==> config.mk <==
export PLATFORM = sky130hd
export DESIGN_NAME = mem_arbiter_flat
export DESIGN_NICKNAME = d
export VERILOG_FILES = /design/src/rtl/mem_arbiter_pkg.sv /design/src/rtl/mem_arbiter_if.sv /design/src/rtl/mem_arbiter.sv /design/src/flat_wrapper.sv
export SDC_FILE = /design/constraint.sdc
export NUM_CORES = 1
export LEC_CHECK = 0
export ABC_CLOCK_PERIOD_IN_PS = 2000
export CAP_MARGIN = 20
export CELL_PAD_IN_SITES_DETAIL_PLACEMENT = 2
export CELL_PAD_IN_SITES_GLOBAL_PLACEMENT = 2
export CORE_AREA = 2 2 98 171
export CTS_BUF_LIST = sky130_fd_sc_hd__clkbuf_8
export CTS_CLUSTER_SIZE = 30
export DETAILED_ROUTE_END_ITERATION = 16
export DIE_AREA = 0 0 100 173
export PLACE_DENSITY = 0.95
export RECOVER_POWER = 25
export SYNTH_ARGS = -nofsm -noshare
export SYNTH_HDL_FRONTEND = slang
export SYNTH_SLANG_ARGS = --single-unit
==> constraint.sdc <==
create_clock -name clk -period 2 [get_ports clk]
set_input_delay 0.2 -clock clk [delete_from_list [all_inputs] [get_ports clk]]
set_output_delay 0.2 -clock clk [all_outputs]
set_load 0.005 [all_outputs]
==> src/rtl/mem_arbiter_pkg.sv <==
// Shared definitions for the two-port memory arbiter: FSM state encoding and port indices.
package mem_arb_pkg;

  typedef enum logic [1:0] {
    IDLE = 2'd0,
    GNT0 = 2'd1,
    GNT1 = 2'd2,
    ACK  = 2'd3
  } state_e;

  localparam logic PORT_CORE = 1'b0;
  localparam logic PORT_LOAD = 1'b1;

  function automatic state_e gnt_state(input logic port);
    return (port == PORT_LOAD) ? GNT1 : GNT0;
  endfunction

endpackage

==> src/rtl/mem_arbiter_if.sv <==
// Bus bundle between the core/loader requesters, the arbiter and the unified memory.
interface mem_arbiter_if #(
  parameter int AW = 32,
  parameter int DW = 32
);

  logic          req0;
  logic          we0;
  logic [AW-1:0] adr0;
  logic [DW-1:0] wd0;
  logic          ack0;
  logic [DW-1:0] rd0;

  logic          req1;
  logic          we1;
  logic [AW-1:0] adr1;
  logic [DW-1:0] wd1;
  logic          ack1;
  logic [DW-1:0] rd1;

  logic          mem_we;
  logic [AW-1:0] mem_adr;
  logic [DW-1:0] mem_wd;
  logic [DW-1:0] mem_rd;
  logic          busy;

  modport slave (
    input  req0, we0, adr0, wd0,
    output ack0, rd0,
    input  req1, we1, adr1, wd1,
    output ack1, rd1,
    output mem_we, mem_adr, mem_wd,
    input  mem_rd,
    output busy
  );

  modport master (
    output req0, we0, adr0, wd0,
    input  ack0, rd0,
    output req1, we1, adr1, wd1,
    input  ack1, rd1,
    input  mem_we, mem_adr, mem_wd,
    output mem_rd,
    input  busy
  );

endinterface

==> src/rtl/mem_arbiter.sv <==
// Arbitrates core (port 0) and loader (port 1) onto one single-ported memory, 3 cycles per access.
// Build option MEM_ARB_RR_EN: round-robin tie-break; otherwise the core port always wins ties.
module mem_arbiter
  import mem_arb_pkg::*;
#(
  parameter int AW = 32,
  parameter int DW = 32
) (
  input  logic         clk,
  input  logic         reset,
  mem_arbiter_if.slave bus
);

  state_e        state_q, state_d;
  logic          ack_port_q, ack_port_d;
  logic [AW-1:0] adr_s;
  logic [DW-1:0] wd_s;
  logic          we_s;
  logic          ack0_s, ack1_s;
`ifdef MEM_ARB_RR_EN
  logic          ptr_q, ptr_d;
`endif

  // Next state; arbitration only happens from IDLE, so an ACK never re-grants.
  always_comb begin
    state_d    = state_q;
    ack_port_d = ack_port_q;
`ifdef MEM_ARB_RR_EN
    ptr_d      = ptr_q;
`endif
    case (state_q)
      IDLE: begin
        if (bus.req0 && bus.req1) begin
`ifdef MEM_ARB_RR_EN
          state_d = gnt_state(~ptr_q);
          ptr_d   = ~ptr_q;
`else
          state_d = gnt_state(PORT_CORE);
`endif
        end else if (bus.req0) begin
          state_d = gnt_state(PORT_CORE);
`ifdef MEM_ARB_RR_EN
          ptr_d   = PORT_CORE;
`endif
        end else if (bus.req1) begin
          state_d = gnt_state(PORT_LOAD);
`ifdef MEM_ARB_RR_EN
          ptr_d   = PORT_LOAD;
`endif
        end else begin
          state_d = IDLE;
        end
      end
      GNT0: begin
        state_d    = ACK;
        ack_port_d = PORT_CORE;
      end
      GNT1: begin
        state_d    = ACK;
        ack_port_d = PORT_LOAD;
      end
      ACK:     state_d = IDLE;
      default: state_d = IDLE;
    endcase
  end

  // State registers with synchronous reset; pointer resets to the loader so the core wins first.
  always_ff @(posedge clk) begin
    if (reset) begin
      state_q    <= IDLE;
      ack_port_q <= PORT_CORE;
`ifdef MEM_ARB_RR_EN
      ptr_q      <= PORT_LOAD;
`endif
    end else begin
      state_q    <= state_d;
      ack_port_q <= ack_port_d;
`ifdef MEM_ARB_RR_EN
      ptr_q      <= ptr_d;
`endif
    end
  end

  // Memory command mux: requesters hold their command stable, so it is passed straight through.
  always_comb begin
    adr_s = bus.adr0;
    wd_s  = bus.wd0;
    we_s  = 1'b0;
    case (state_q)
      GNT0: begin
        adr_s = bus.adr0;
        wd_s  = bus.wd0;
        we_s  = bus.we0;
      end
      GNT1: begin
        adr_s = bus.adr1;
        wd_s  = bus.wd1;
        we_s  = bus.we1;
      end
      default: begin
        adr_s = bus.adr0;
        wd_s  = bus.wd0;
        we_s  = 1'b0;
      end
    endcase
  end

  assign ack0_s = (state_q == ACK) && (ack_port_q == PORT_CORE);
  assign ack1_s = (state_q == ACK) && (ack_port_q == PORT_LOAD);

  assign bus.mem_adr = adr_s;
  assign bus.mem_wd  = wd_s;
  assign bus.mem_we  = we_s;
  assign bus.ack0    = ack0_s;
  assign bus.ack1    = ack1_s;
  assign bus.rd0     = ack0_s ? bus.mem_rd : {DW{1'b0}};
  assign bus.rd1     = ack1_s ? bus.mem_rd : {DW{1'b0}};
  assign bus.busy    = (state_q != IDLE);

endmodule

==> src/flat_wrapper.sv <==
// flat-port wrapper written by rule: the top's interface ports become plain ports
module mem_arbiter_flat import mem_arb_pkg::*;
#(
  parameter int AW = 32,
  parameter int DW = 32
)
  (clk, reset, bus_req0, bus_we0, bus_adr0, bus_wd0, bus_ack0, bus_rd0, bus_req1, bus_we1, bus_adr1, bus_wd1, bus_ack1, bus_rd1, bus_mem_we, bus_mem_adr, bus_mem_wd, bus_mem_rd, bus_busy);
  mem_arbiter_if #(.AW(AW), .DW(DW)) bus_i ();
  input  logic clk;
  input  logic reset;
  input wire logic [$bits(bus_i.req0)-1:0] bus_req0;
  input wire logic [$bits(bus_i.we0)-1:0] bus_we0;
  input wire logic [$bits(bus_i.adr0)-1:0] bus_adr0;
  input wire logic [$bits(bus_i.wd0)-1:0] bus_wd0;
  output wire logic [$bits(bus_i.ack0)-1:0] bus_ack0;
  output wire logic [$bits(bus_i.rd0)-1:0] bus_rd0;
  input wire logic [$bits(bus_i.req1)-1:0] bus_req1;
  input wire logic [$bits(bus_i.we1)-1:0] bus_we1;
  input wire logic [$bits(bus_i.adr1)-1:0] bus_adr1;
  input wire logic [$bits(bus_i.wd1)-1:0] bus_wd1;
  output wire logic [$bits(bus_i.ack1)-1:0] bus_ack1;
  output wire logic [$bits(bus_i.rd1)-1:0] bus_rd1;
  output wire logic [$bits(bus_i.mem_we)-1:0] bus_mem_we;
  output wire logic [$bits(bus_i.mem_adr)-1:0] bus_mem_adr;
  output wire logic [$bits(bus_i.mem_wd)-1:0] bus_mem_wd;
  input wire logic [$bits(bus_i.mem_rd)-1:0] bus_mem_rd;
  output wire logic [$bits(bus_i.busy)-1:0] bus_busy;
  assign bus_i.req0 = bus_req0;
  assign bus_i.we0 = bus_we0;
  assign bus_i.adr0 = bus_adr0;
  assign bus_i.wd0 = bus_wd0;
  assign bus_ack0 = bus_i.ack0;
  assign bus_rd0 = bus_i.rd0;
  assign bus_i.req1 = bus_req1;
  assign bus_i.we1 = bus_we1;
  assign bus_i.adr1 = bus_adr1;
  assign bus_i.wd1 = bus_wd1;
  assign bus_ack1 = bus_i.ack1;
  assign bus_rd1 = bus_i.rd1;
  assign bus_mem_we = bus_i.mem_we;
  assign bus_mem_adr = bus_i.mem_adr;
  assign bus_mem_wd = bus_i.mem_wd;
  assign bus_i.mem_rd = bus_mem_rd;
  assign bus_busy = bus_i.busy;
  mem_arbiter #(.AW(AW), .DW(DW)) u_core (.clk(clk), .reset(reset), .bus(bus_i));
endmodule
==> results.md, run 1 <==
| Parameter | Reported | Unit |
|:---|:---|:---|
| Number of global-route vias before repair | 3164 | - |
| Post-synthesis simple-gate area fraction | 0.285 | - |
| Initial detailed-routing violation count | 68 | - |
| Area growth, synth to finish | 225 | % |
| Number of H-tree branching levels | 1 | - |
| Area share of xor/xnor cells in the synthesized design | 0 | - |
| Portion of synthesized cell area occupied by the leading cell type | 0.373 | - |
| First-pass iteration count of the detailed router | 4 | - |
| Synthesized area per cell | 9.52 | sq um |
| Total routed wirelength | 14900 | um |
| Leading cell types by total area after synthesis | sky130_fd_sc_hd__mux2_4 37%, sky130_fd_sc_hd__mux2_2 18%, sky130_fd_sc_hd__and2_1 13% | - |
| Fill count | 1763 | - |
| Mapped Cells | 165 | - |
| Routed wire per std cell | 22.1 | um |
| Final-report setup violation count | 0 | - |
| Minimum hold slack | 613 | ps |
| Fraction of final layout cells with drive strength greater than 1 | 0.221 | - |
| Total power of the final layout | 0.00130 | W |
| Num ports | 298 | - |
| Starting Density | 0.0989 | - |
| Global-route wire length before repair | 20400 | um |
| Worst Hold Launch | reset | - |
| Complex-gate fraction of the synthesized area | 0.0112 | - |
| Largest net degree at the start of global routing | 34 | - |
| Data arrival at the endpoint of the critical path | 1770 | ps |
| Reported leakage power | 2.39 | nW |
| Startpoint-to-endpoint class of the critical path | flop to output pin | - |
| Number of clock sinks | 3 | - |
| Routability congestion estimate | 0.778 | - |
| GRT Util Overall | 0.163 | - |
| Via count | 2713 | - |
| Relative slew slack | 0.831 | - |
| Number of antenna violations at the first check in global routing | 18 | - |
| Floorplan row count | 61 | - |
| Via density per instance | 4.04 | - |
| Register clock-pin slew on the reported worst setup and hold paths | 30 | ps |
| Cell taking the most area after synthesis | sky130_fd_sc_hd__mux2_4 | - |
| DIE WIDTH | 100 | um |
| DRC violation count after routing | 0 | - |
| Buffer levels on the longest clock path | 2 | - |
| Yosys Warn Count | 0 | - |
| Number of nets in the finished design | 647 | - |
| Worst VDD drop | 0.120 | mV |
| Hold buffers post-CTS | 0 | - |
| Number of flip-flops and latches in the synthesized netlist | 3 | - |
| GR Overflow Total | 0 | - |
| Max Transition Viols Final | 0 | - |
| Status | finished clean | - |
| Setup repair after global routing missed its margin | true | - |
| Fraction of the mapped netlist area in adder cells | 0.0319 | - |
| Number of buffers created by CTS | 3 | - |
| Count of max-cap constraint violations | 0 | - |
| Multiplexer area fraction after synthesis | 0.559 | - |
| Netlist cell types | 21 | - |
| Cell Area, Synth | 0.00157 | sq mm |
| Critical R2R Launch | u_core.state_q[1]$_SDFF_PP0_ | - |
| Placeable core region | 0.0159 | sq mm |
| Fmax achieved | 0.507 | GHz |
| Total die area | 0.0173 | sq mm |
| Hold WC Path Type | input pin to flop | - |
| Startpoint type of the worst setup path | flop | - |
| Number of port buffers | 297 | - |
| Actual transition at the worst max-transition pin | 253 | ps |
| Share of the clock period used by the worst path | 0.986 | - |
| Power per unit of standard cell area | 255 | mW/mm^2 |
| Number of cells traversed by the worst hold path | 2 | - |
| Required time reported for the critical path endpoint | 1800 | ps |
| CP endpoint kind | output pin | - |
| Minimum setup slack among reg-to-reg paths | 800 | ps |
| Capture point of the worst reg-to-reg path | u_core.ack_port_q$_SDFFE_PP0P_ | - |
| Vert. Die Dim | 173 | um |
| Register-to-Register Path Depth | 4 | - |
| Endpoint of the worst hold path | u_core.state_q[0]$_SDFF_PP0_ | - |
| Sequential share of the synthesized area | 0.0382 | - |
| Clock tree from TritonCTS | done | - |
| Half-perimeter wire length of the detailed placement result | 12600 | um |
| Detail Route Antenna Nets | 0 | - |
| Final critical delay including setup and external delays | 1970 | ps |
| Largest clock skew in the final design | 0.117 | ps |
| Clock Root Buffer | sky130_fd_sc_hd__clkbuf_8 | - |
| Syn Nets | 335 | - |
| Hold Fails Final Rpt | 0 | - |
| Clock Latency Late Sink | 230 | ps |
| Largest family of logic cells by synthesized area | multiplexers | - |
| Biggest fanout along the worst timing path | 15 | - |
sequential cells by signal, summed over array words and instances (netlist names):
| register | count |
|---|---|
| u_core.state_q | 2 |
| u_core.ack_port_q | 1 |
metrics by stage:
step                setup TNS [ps]  instance area [sq um]   util  std cells  setup WS [ps]
floorplan                        0                   1570      -        165            607
global placement                 0                   4780  0.301        641           86.0
detailed placement               0                   4780  0.301        641           23.4
CTS                          -2060                   5000  0.315        658           -103
global route                 -20.3                   5090  0.321        665          -20.3
finish                           0                   5110  0.322        672           28.7
routing by layer:
| metal | wire length (um) | global-route usage |
|---|---|---|
| met1 | 4590 | 0.142 |
| met2 | 7350 | 0.302 |
| met3 | 2690 | 0.118 |
| met4 | 109 | 0.0257 |
| met5 | 118 | 0 |
worst max-delay path by stage:
stage / startpoint / endpoint / slack, ps
3_3_place_gp: u_core.state_q[0]$_SDFF_PP0_ / bus_mem_wd[8] / 90
2_1_floorplan: u_core.state_q[0]$_SDFF_PP0_ / bus_mem_adr[23] / 610
3_5_place_dp: u_core.state_q[0]$_SDFF_PP0_ / bus_mem_wd[8] / 20
5_1_grt: u_core.state_q[0]$_SDFF_PP0_ / bus_mem_wd[14] / -20
4_1_cts: u_core.state_q[1]$_SDFF_PP0_ / bus_rd0[30] / -100
6_report: u_core.state_q[0]$_SDFF_PP0_ / bus_mem_wd[14] / 30
cell usage after synthesis, drive strengths merged:
| cell type | n |
|---|---|
| mux2 | 64 |
| buf | 8 |
| clkbuf | 8 |
| nand2b | 1 |
| dfxtp | 3 |
| nor2 | 1 |
| mux2i | 1 |
| and3 | 32 |
| inv | 3 |
| a22oi | 1 |
| ha | 4 |
| nand3b | 1 |
| nor2b | 2 |
| a21oi | 2 |
| nand2 | 1 |
| and2 | 33 |
worst max-delay path, cell delays in order (launching register included):
cell                            delay [ps]
sky130_fd_sc_hd__dfxtp_4               360
sky130_fd_sc_hd__inv_4                  60
sky130_fd_sc_hd__ha_4                  220
sky130_fd_sc_hd__buf_6                 130
sky130_fd_sc_hd__buf_12                160
sky130_fd_sc_hd__mux2_4                320
sky130_fd_sc_hd__dlygate4sd2_1         280
layout make-up:
type | count | area, sq um | share of cell area
Tap cell | 189 | 236 | 0.0463
Multi-Input combinational cell | 143 | 1420 | 0.277
Timing Repair Buffer | 323 | 3310 | 0.648
Clock inverter | 1 | 3.75 | 0.000735
Clock buffer | 3 | 41.3 | 0.00808
Sequential cell | 3 | 67.6 | 0.0132
Inverter | 3 | 13.8 | 0.00269
Antenna cell | 7 | 17.5 | 0.00343
cell families (layout without fill, tap and decap cells):
kind of cell,Yosys count,count (layout)
flip-flops,3,3
AND/OR/NAND/NOR,71,71
adder cells (fa/ha/maj),4,4
other,0,7
buffers and inverters,19,330
AO/OA/AOI/OAI,3,3
multiplexers,65,65
power breakdown:
part / internal (W) / switching [W]
clock: 0.000132 / 0.0000525
sequential: 0.0000661 / 0.0000104
combinational: 0.000714 / 0.000328
total: 0.000912 / 0.000391
what timing repair did:
| action | in CTS | in global routing |
|---|---|---|
| endpoints found under the setup margin | 130 | 52 |
| gates cloned | 4 | 0 |
| pin swaps | 1 | 0 |
| buffers inserted | 9 | 8 |
| gates resized for setup | 95 | 54 |
| hold endpoints to repair | 0 | 0 |
layout by cell type (no fill, tap or decap), drive strengths merged:
cell / Yosys / routed
nor2b: 2 / 2
a22oi: 1 / 1
and3: 32 / 32
dlygate4sd2: 0 / 48
inv: 3 / 4
clkbuf: 8 / 10
a21oi: 2 / 2
nor2: 1 / 1
and2: 33 / 33
dlymetal6s4s: 0 / 1
ha: 4 / 4
clkdlybuf4s25: 0 / 12
mux2: 64 / 64
dlygate4sd3: 0 / 1
nand2b: 1 / 1
diode: 0 / 7
dfxtp: 3 / 3
nand2: 1 / 1
dlymetal6s2s: 0 / 11
buf: 8 / 26
clkdlybuf4s50: 0 / 200
nand3b: 1 / 1
mux2i: 1 / 1
clkdlybuf4s15: 0 / 17
(Power assumes the default switching activity.)
==> run 2, diff against run 1 <==
==> constraint.sdc (replaced) <==
create_clock -name clk -period 2 [get_ports clk]
set_input_delay 0.6 -clock clk [delete_from_list [all_inputs] [get_ports clk]]
set_output_delay 0.6 -clock clk [all_outputs]
set_load 0.005 [all_outputs]
==> results.md, run 2 (synthesis gave the netlist of run 1 again) <==
| Parameter | Reported | Unit |
|:---|:---|:---|
| Status | complete, but fails checks | - |
| Violations in the final reports | setup timing | - |
| Max FFs per register | 2 | - |
| Via count | 2868 | - |
| Reported leakage power | 2.71 | nW |
| Register clock-pin slew on the reported worst setup and hold paths | 30 | ps |
| Library cell appearing most often on the critical path | sky130_fd_sc_hd__buf_12 | - |
| Final-report setup violation count | 127 | - |
| Vert. Die Dim | 173 | um |
| Number of antenna violations at the first check in global routing | 19 | - |
| Via density per instance | 4.06 | - |
| Path length in cells of the critical path | 8 | - |
| Buf+Inv Stages, Crit Path | 6 | - |
| Commonest non-fill, non-tap cell in the layout | sky130_fd_sc_hd__clkdlybuf4s50_1 | - |
| Number of global-route vias before repair | 3446 | - |
| Count of max-cap constraint violations | 0 | - |
| Most frequent cells in the layout | 146 x sky130_fd_sc_hd__clkdlybuf4s50_1, 118 x sky130_fd_sc_hd__buf_6, 56 x sky130_fd_sc_hd__mux2_4, 32 x sky130_fd_sc_hd__buf_2, 30 x sky130_fd_sc_hd__and2_4 | - |
| Critical R2R Launch | u_core.state_q[0]$_SDFF_PP0_ | - |
| Startpoint-to-endpoint class of the critical path | flop to output pin | - |
| Max Transition Viols Final | 0 | - |
| Half-perimeter wire length of the detailed placement result | 12500 | um |
| Fill count | 1675 | - |
| Clock Root Buffer | sky130_fd_sc_hd__clkbuf_8 | - |
| Area of the multi-input gates | 0.00166 | sq mm |
| Total die area | 0.0173 | sq mm |
| Hold Fails Final Rpt | 0 | - |
| Buffer levels on the longest clock path | 2 | - |
| Register-to-Register Path Depth | 7 | - |
| Placeable core region | 0.0159 | sq mm |
| Biggest regs | u_core.state_q: 2 flops, u_core.ack_port_q: 1 flops | - |
| Number of nets in the finished design | 678 | - |
| Biggest fanout along the worst timing path | 6 | - |
| Data arrival at the endpoint of the critical path | 1690 | ps |
| Clock Latency Late Sink | 220 | ps |
| Num ports | 298 | - |
| Delay-heaviest family, CP | buffers and inverters | - |
| Largest clock skew in the final design | 3.02 | ps |
| Startpoint type of the worst setup path | flop | - |
| Largest net degree at the start of global routing | 15 | - |
| Relative slew slack | 0.887 | - |
| Share of the clock period used by the worst path | 1.15 | - |
| Power per unit of standard cell area | 275 | mW/mm^2 |
| Detail Route Antenna Nets | 0 | - |
| Starting Density | 0.0989 | - |
| Final worst setup slack | -292 | ps |
| Pre-CTS setup slack | -557 | ps |
| Critical path's slowest cell | sky130_fd_sc_hd__dfxtp_4 | - |
| GRT Util Overall | 0.176 | - |
| Minimum setup slack among reg-to-reg paths | 480 | ps |
| Number of port buffers | 297 | - |
| GR Overflow Total | 0 | - |
| Total routed wirelength | 16400 | um |
| Capture point of the worst reg-to-reg path | u_core.ack_port_q$_SDFFE_PP0P_ | - |
| DIE WIDTH | 100 | um |
| DRC violation count after routing | 0 | - |
| Setup repair after global routing missed its margin | true | - |
| Area growth, synth to finish | 269 | % |
| Post-detailed-placement cell area | 0.00485 | sq mm |
| Fraction of final layout cells with drive strength greater than 1 | 0.607 | - |
| Actual transition at the worst max-transition pin | 165 | ps |
| Initial detailed-routing violation count | 70 | - |
| Clock tree from TritonCTS | done | - |
| CP endpoint kind | output pin | - |
| Register containing the most flip-flops in the final layout | u_core.state_q | - |
| Number of buffers created by CTS | 3 | - |
| Critical path launch point | u_core.state_q[0]$_SDFF_PP0_ | - |
| Routed wire per std cell | 23.2 | um |
| Cell-by-cell trace of the critical path | inv_4 -> ha_4 -> buf_12 -> buf_12 -> buf_16 -> buf_8 -> mux2_2 -> buf_6 | - |
| Routability congestion estimate | 0.752 | - |
| Worst VDD drop | 0.243 | mV |
| Final total negative setup slack | -17370 | ps |
| Required time reported for the critical path endpoint | 1400 | ps |
| Final instance area | 0.00579 | sq mm |
| First-pass iteration count of the detailed router | 4 | - |
| Final critical delay including setup and external delays | 2290 | ps |
| Hold WC Path Type | flop to flop | - |
| Global-route wire length before repair | 22300 | um |
| Floorplan row count | 61 | - |
| Number of clock sinks | 3 | - |
| Delay of the slowest critical-path stage | 340 | ps |
| Number of H-tree branching levels | 1 | - |
| Fmax achieved | 0.436 | GHz |
| Combined flip-flop and latch cell area | 68.8 | sq um |
| End point of the critical path | bus_mem_adr[20] | - |
-- run 2: cell count changes in the layout (fill, tap and decap cells not counted), sizes merged --
cell / change
clkdlybuf4s25: -12
dlygate4sd3: -1
buf: +156
diode: +3
clkdlybuf4s50: -54
dlygate4sd2: -31
dlymetal6s4s: -1
clkdlybuf4s15: -14
clkbuf: -3
dlymetal6s2s: -9
-- run 2: what timing repair did --
item / 4_1_cts / 5_1_grt
buffers inserted: 37 / 5
resized for setup: 702 / 61
gates cloned: 8 / 0
hold buffers: 0 / 0
setup endpoints to repair: 132 / 110
pin swaps: 25 / 5
-- run 2: worst min-delay path by stage --
| stage | start | to | slack [ps] | depth (start not counted) |
|---|---|---|---|---|
| 3_5_place_dp | u_core.ack_port_q$_SDFFE_PP0P_ | u_core.ack_port_q$_SDFFE_PP0P_ | 780 | 3 |
| 6_report | u_core.ack_port_q$_SDFFE_PP0P_ | u_core.ack_port_q$_SDFFE_PP0P_ | 770 | 3 |
| 2_1_floorplan | reset | u_core.state_q[0]$_SDFF_PP0_ | 670 | 1 |
| 4_1_cts | u_core.ack_port_q$_SDFFE_PP0P_ | u_core.ack_port_q$_SDFFE_PP0P_ | 750 | 3 |
| 3_3_place_gp | u_core.ack_port_q$_SDFFE_PP0P_ | u_core.ack_port_q$_SDFFE_PP0P_ | 750 | 3 |
| 5_1_grt | u_core.ack_port_q$_SDFFE_PP0P_ | u_core.ack_port_q$_SDFFE_PP0P_ | 810 | 3 |
-- run 2: report_power, final --
group	internal (W)	switching [W]
registers	0.0000662	0.00000819
clock network	0.000131	0.0000434
logic	0.000922	0.000422
total	0.00112	0.000473
-- run 2: final cells by class --
cell class,instances,share of cell area
well taps,189,0.0408
clock buffers,3,0.00713
inverters,3,0.00238
diodes,10,0.00432
clock inverters,1,0.000648
multi-input cells,143,0.286
repair buffers,354,0.647
flip-flops and latches,3,0.0119
-- run 2: worst register-to-register path, delay by kind of cell (launching register included) --
family | cells | cell delay [ps]
fa+ha+maj | 1 | 260
mux | 1 | 240
simple gates | 1 | 60
flops | 1 | 350
buf+inv | 4 | 480
-- run 2: metrics by stage --
| step | instances | hold slack, ps | power [W] | util |
|---|---|---|---|---|
| floorplan | 165 | 669 | 0.000401 | - |
| global route | 696 | 810 | 0.00168 | 0.363 |
| finish | 706 | 768 | 0.00159 | 0.365 |
| detailed placement | 650 | 781 | 0.00113 | 0.305 |
| CTS | 697 | 750 | 0.00156 | 0.358 |
| global placement | 650 | 751 | 0.00110 | 0.305 |
-- run 2: metal layers --
metal,global-route usage,part of all wire,vias to the layer above
met5,0,0.0079,-
met4,0.0263,0.0071,18
met3,0.122,0.17,22
met2,0.338,0.51,247
met1,0.147,0.30,1293
li1,-,-,1288
==> run 3, diff against run 2 <==
--- a/config.mk
+++ b/config.mk
@@ -14,8 +14,10 @@
 export CTS_CLUSTER_SIZE = 30
 export DETAILED_ROUTE_END_ITERATION = 16
 export DIE_AREA = 0 0 100 173
+export GPL_ROUTABILITY_DRIVEN = 0
 export PLACE_DENSITY = 0.95
 export RECOVER_POWER = 25
+export REMOVE_ABC_BUFFERS = 1
 export SYNTH_ARGS = -nofsm -noshare
 export SYNTH_HDL_FRONTEND = slang
 export SYNTH_SLANG_ARGS = --single-unit
==> results.md, run 3 (synthesis gave the netlist of run 1 again) <==
| Parameter | Reported | Unit |
|:---|:---|:---|
| Critical path's slowest cell | sky130_fd_sc_hd__dfxtp_2 | - |
| GRT Util Overall | 0.157 | - |
| Clock Latency Late Sink | 220 | ps |
| Startpoint-to-endpoint class of the critical path | flop to output pin | - |
| Routed wire per std cell | 21.1 | um |
| Switching Share | 0.292 | - |
| Most frequent cells in the layout | 147 x sky130_fd_sc_hd__clkdlybuf4s50_1, 105 x sky130_fd_sc_hd__buf_6, 62 x sky130_fd_sc_hd__mux2_4, 32 x sky130_fd_sc_hd__buf_2, 23 x sky130_fd_sc_hd__clkbuf_2 | - |
| Max Transition Viols Final | 0 | - |
| Largest clock skew in the final design | 2.75 | ps |
| Vert. Die Dim | 173 | um |
| Cell count after placement | 650 | - |
| Minimum hold slack | 849 | ps |
| Half-perimeter wire length of the detailed placement result | 10800 | um |
| Area growth, synth to finish | 267 | % |
| Floorplan row count | 61 | - |
| Placeable core region | 0.0159 | sq mm |
| Final total negative setup slack | -16090 | ps |
| Clock Root Buffer | sky130_fd_sc_hd__clkbuf_8 | - |
| Buf+Inv Stages, Crit Path | 5 | - |
| Data arrival at the endpoint of the critical path | 1650 | ps |
| Buffer levels on the longest clock path | 2 | - |
| Power per unit of standard cell area | 277 | mW/mm^2 |
| Max FFs per register | 2 | - |
| Number of clock sinks | 3 | - |
| Post-route insts no fill | 709 | - |
| Biggest fanout along the worst timing path | 6 | - |
| Count of max-cap constraint violations | 0 | - |
| Biggest regs | u_core.state_q: 2 flops, u_core.ack_port_q: 1 flops | - |
| Register clock-pin slew on the reported worst setup and hold paths | 30 | ps |
| Delay of the slowest critical-path stage | 320 | ps |
| CP endpoint kind | output pin | - |
| DIE WIDTH | 100 | um |
| DRC violation count after routing | 0 | - |
| Starting Density | 0.0989 | - |
| Register containing the most flip-flops in the final layout | u_core.state_q | - |
| First-pass iteration count of the detailed router | 4 | - |
| Library cell appearing most often on the critical path | sky130_fd_sc_hd__buf_4 | - |
| Worst Hold Launch | u_core.ack_port_q$_SDFFE_PP0P_ | - |
| Final critical delay including setup and external delays | 2250 | ps |
| Setup repair after global routing missed its margin | true | - |
| Core utilization of the finished layout | 0.363 | - |
| Via density per instance | 4.10 | - |
| Share of the clock period used by the worst path | 1.12 | - |
| Total routed wirelength | 15000 | um |
| Initial detailed-routing violation count | 40 | - |
| Hold Fails Final Rpt | 0 | - |
| Detail Route Antenna Nets | 0 | - |
| Fraction of final layout cells with drive strength greater than 1 | 0.613 | - |
| Global-route wire length before repair | 20300 | um |
| Delay-heaviest family, CP | buffers and inverters | - |
| Total die area | 0.0173 | sq mm |
| Num ports | 298 | - |
| Number of global-route vias before repair | 3421 | - |
| Sequential fraction of design power | 0.046 | - |
| Hold buffers post-CTS | 0 | - |
| Fill count | 1702 | - |
| Actual transition at the worst max-transition pin | 245 | ps |
| Switching power summed over all nets | 0.000465 | W |
| Fmax achieved | 0.445 | GHz |
| Pre-CTS setup slack | -457 | ps |
| Number of buffers created by CTS | 3 | - |
| Largest net degree at the start of global routing | 30 | - |
| Violations in the final reports | setup timing | - |
| Combinational power share | 0.846 | - |
| Worst VDD drop | 0.103 | mV |
| Proportion of power drawn by the clock network | 0.108 | - |
| Number of port buffers | 297 | - |
| Cell-by-cell trace of the critical path | buf_4 -> ha_4 -> nor2b_4 -> buf_6 -> buf_4 -> buf_8 -> and2_1 -> buf_2 | - |
| Number of H-tree branching levels | 1 | - |
| Commonest non-fill, non-tap cell in the layout | sky130_fd_sc_hd__clkdlybuf4s50_1 | - |
| GR Overflow Total | 0 | - |
| Startpoint type of the worst setup path | flop | - |
| Critical path launch point | u_core.state_q[0]$_SDFF_PP0_ | - |
| Critical R2R Launch | u_core.state_q[0]$_SDFF_PP0_ | - |
| Final-report setup violation count | 112 | - |
| Status | complete, but fails checks | - |
| Number of antenna violations at the first check in global routing | 3 | - |
| Relative slew slack | 0.837 | - |
| Final worst setup slack | -249 | ps |
| Via count | 2909 | - |
| Required time reported for the critical path endpoint | 1400 | ps |
| Reported leakage power | 2.73 | nW |
| Number of nets in the finished design | 690 | - |
| Cell internal pwr | 0.00113 | W |
| Clock tree from TritonCTS | done | - |
| Hold WC Path Type | flop to flop | - |
-- run 3: worst paths after layout --
check | end | cells past startpoint | slack [ps]
worst min-delay path | u_core.ack_port_q$_SDFFE_PP0P_ | 3 | 850
worst max-delay path | bus_rd0[15] | 8 | -250
worst min register to register | u_core.ack_port_q$_SDFFE_PP0P_ | 3 | 850
worst max register to register | u_core.ack_port_q$_SDFFE_PP0P_ | 8 | 540
-- run 3: cell type report --
class | instances | area (sq um) | share of cell area
Antenna cell | 1 | 2.50 | 0.000435
Timing Repair Buffer | 366 | 3710 | 0.645
Clock buffer | 3 | 41.3 | 0.00717
Clock inverter | 1 | 3.75 | 0.000652
Tap cell | 189 | 236 | 0.0411
Multi-Input combinational cell | 143 | 1690 | 0.293
Inverter | 3 | 11.3 | 0.00196
Sequential cell | 3 | 65.1 | 0.0113
-- run 3: through the flow --
step                      instance area (sq um)  power [W]
after floorplan                            1460   0.000399
final                                      5760    0.00160
after global placement                     4850    0.00110
after CTS                                  5450    0.00152
after detailed placement                   4850    0.00113
after global routing                       5760    0.00169
-- run 3: per-layer routing --
metal	track usage	up-vias	share of wire	wire [um]
met5	0	-	0.0013	20
met4	0.0348	4	0.014	204
met3	0.0614	19	0.13	1890
met2	0.341	264	0.58	8680
met1	0.121	1321	0.28	4180
li1	-	1301	-	-
-- run 3: power groups by stage --
stage / Combinational (W) / Sequential (W) / Clock, W
after floorplan: 0.000326 / 0.0000729 / 0
after global placement: 0.00103 / 0.0000717 / 0
after detailed placement: 0.00105 / 0.0000728 / 0
after CTS: 0.00127 / 0.0000735 / 0.000178
after global routing: 0.00143 / 0.0000746 / 0.000185
final: 0.00135 / 0.0000737 / 0.000172
-- run 3: tightest hold or removal path, cell delays in order, from the launching register on --
cell	delay (ps)
sky130_fd_sc_hd__dfxtp_1	360
sky130_fd_sc_hd__buf_4	180
sky130_fd_sc_hd__mux2i_1	180
sky130_fd_sc_hd__nor2_1	60
-- run 3: repair_timing --
item / in CTS / in global routing
cloned: 10 / 1
gates resized for setup: 596 / 141
setup buffers: 36 / 17
setup endpoints to repair: 132 / 129
pin swaps: 8 / 2
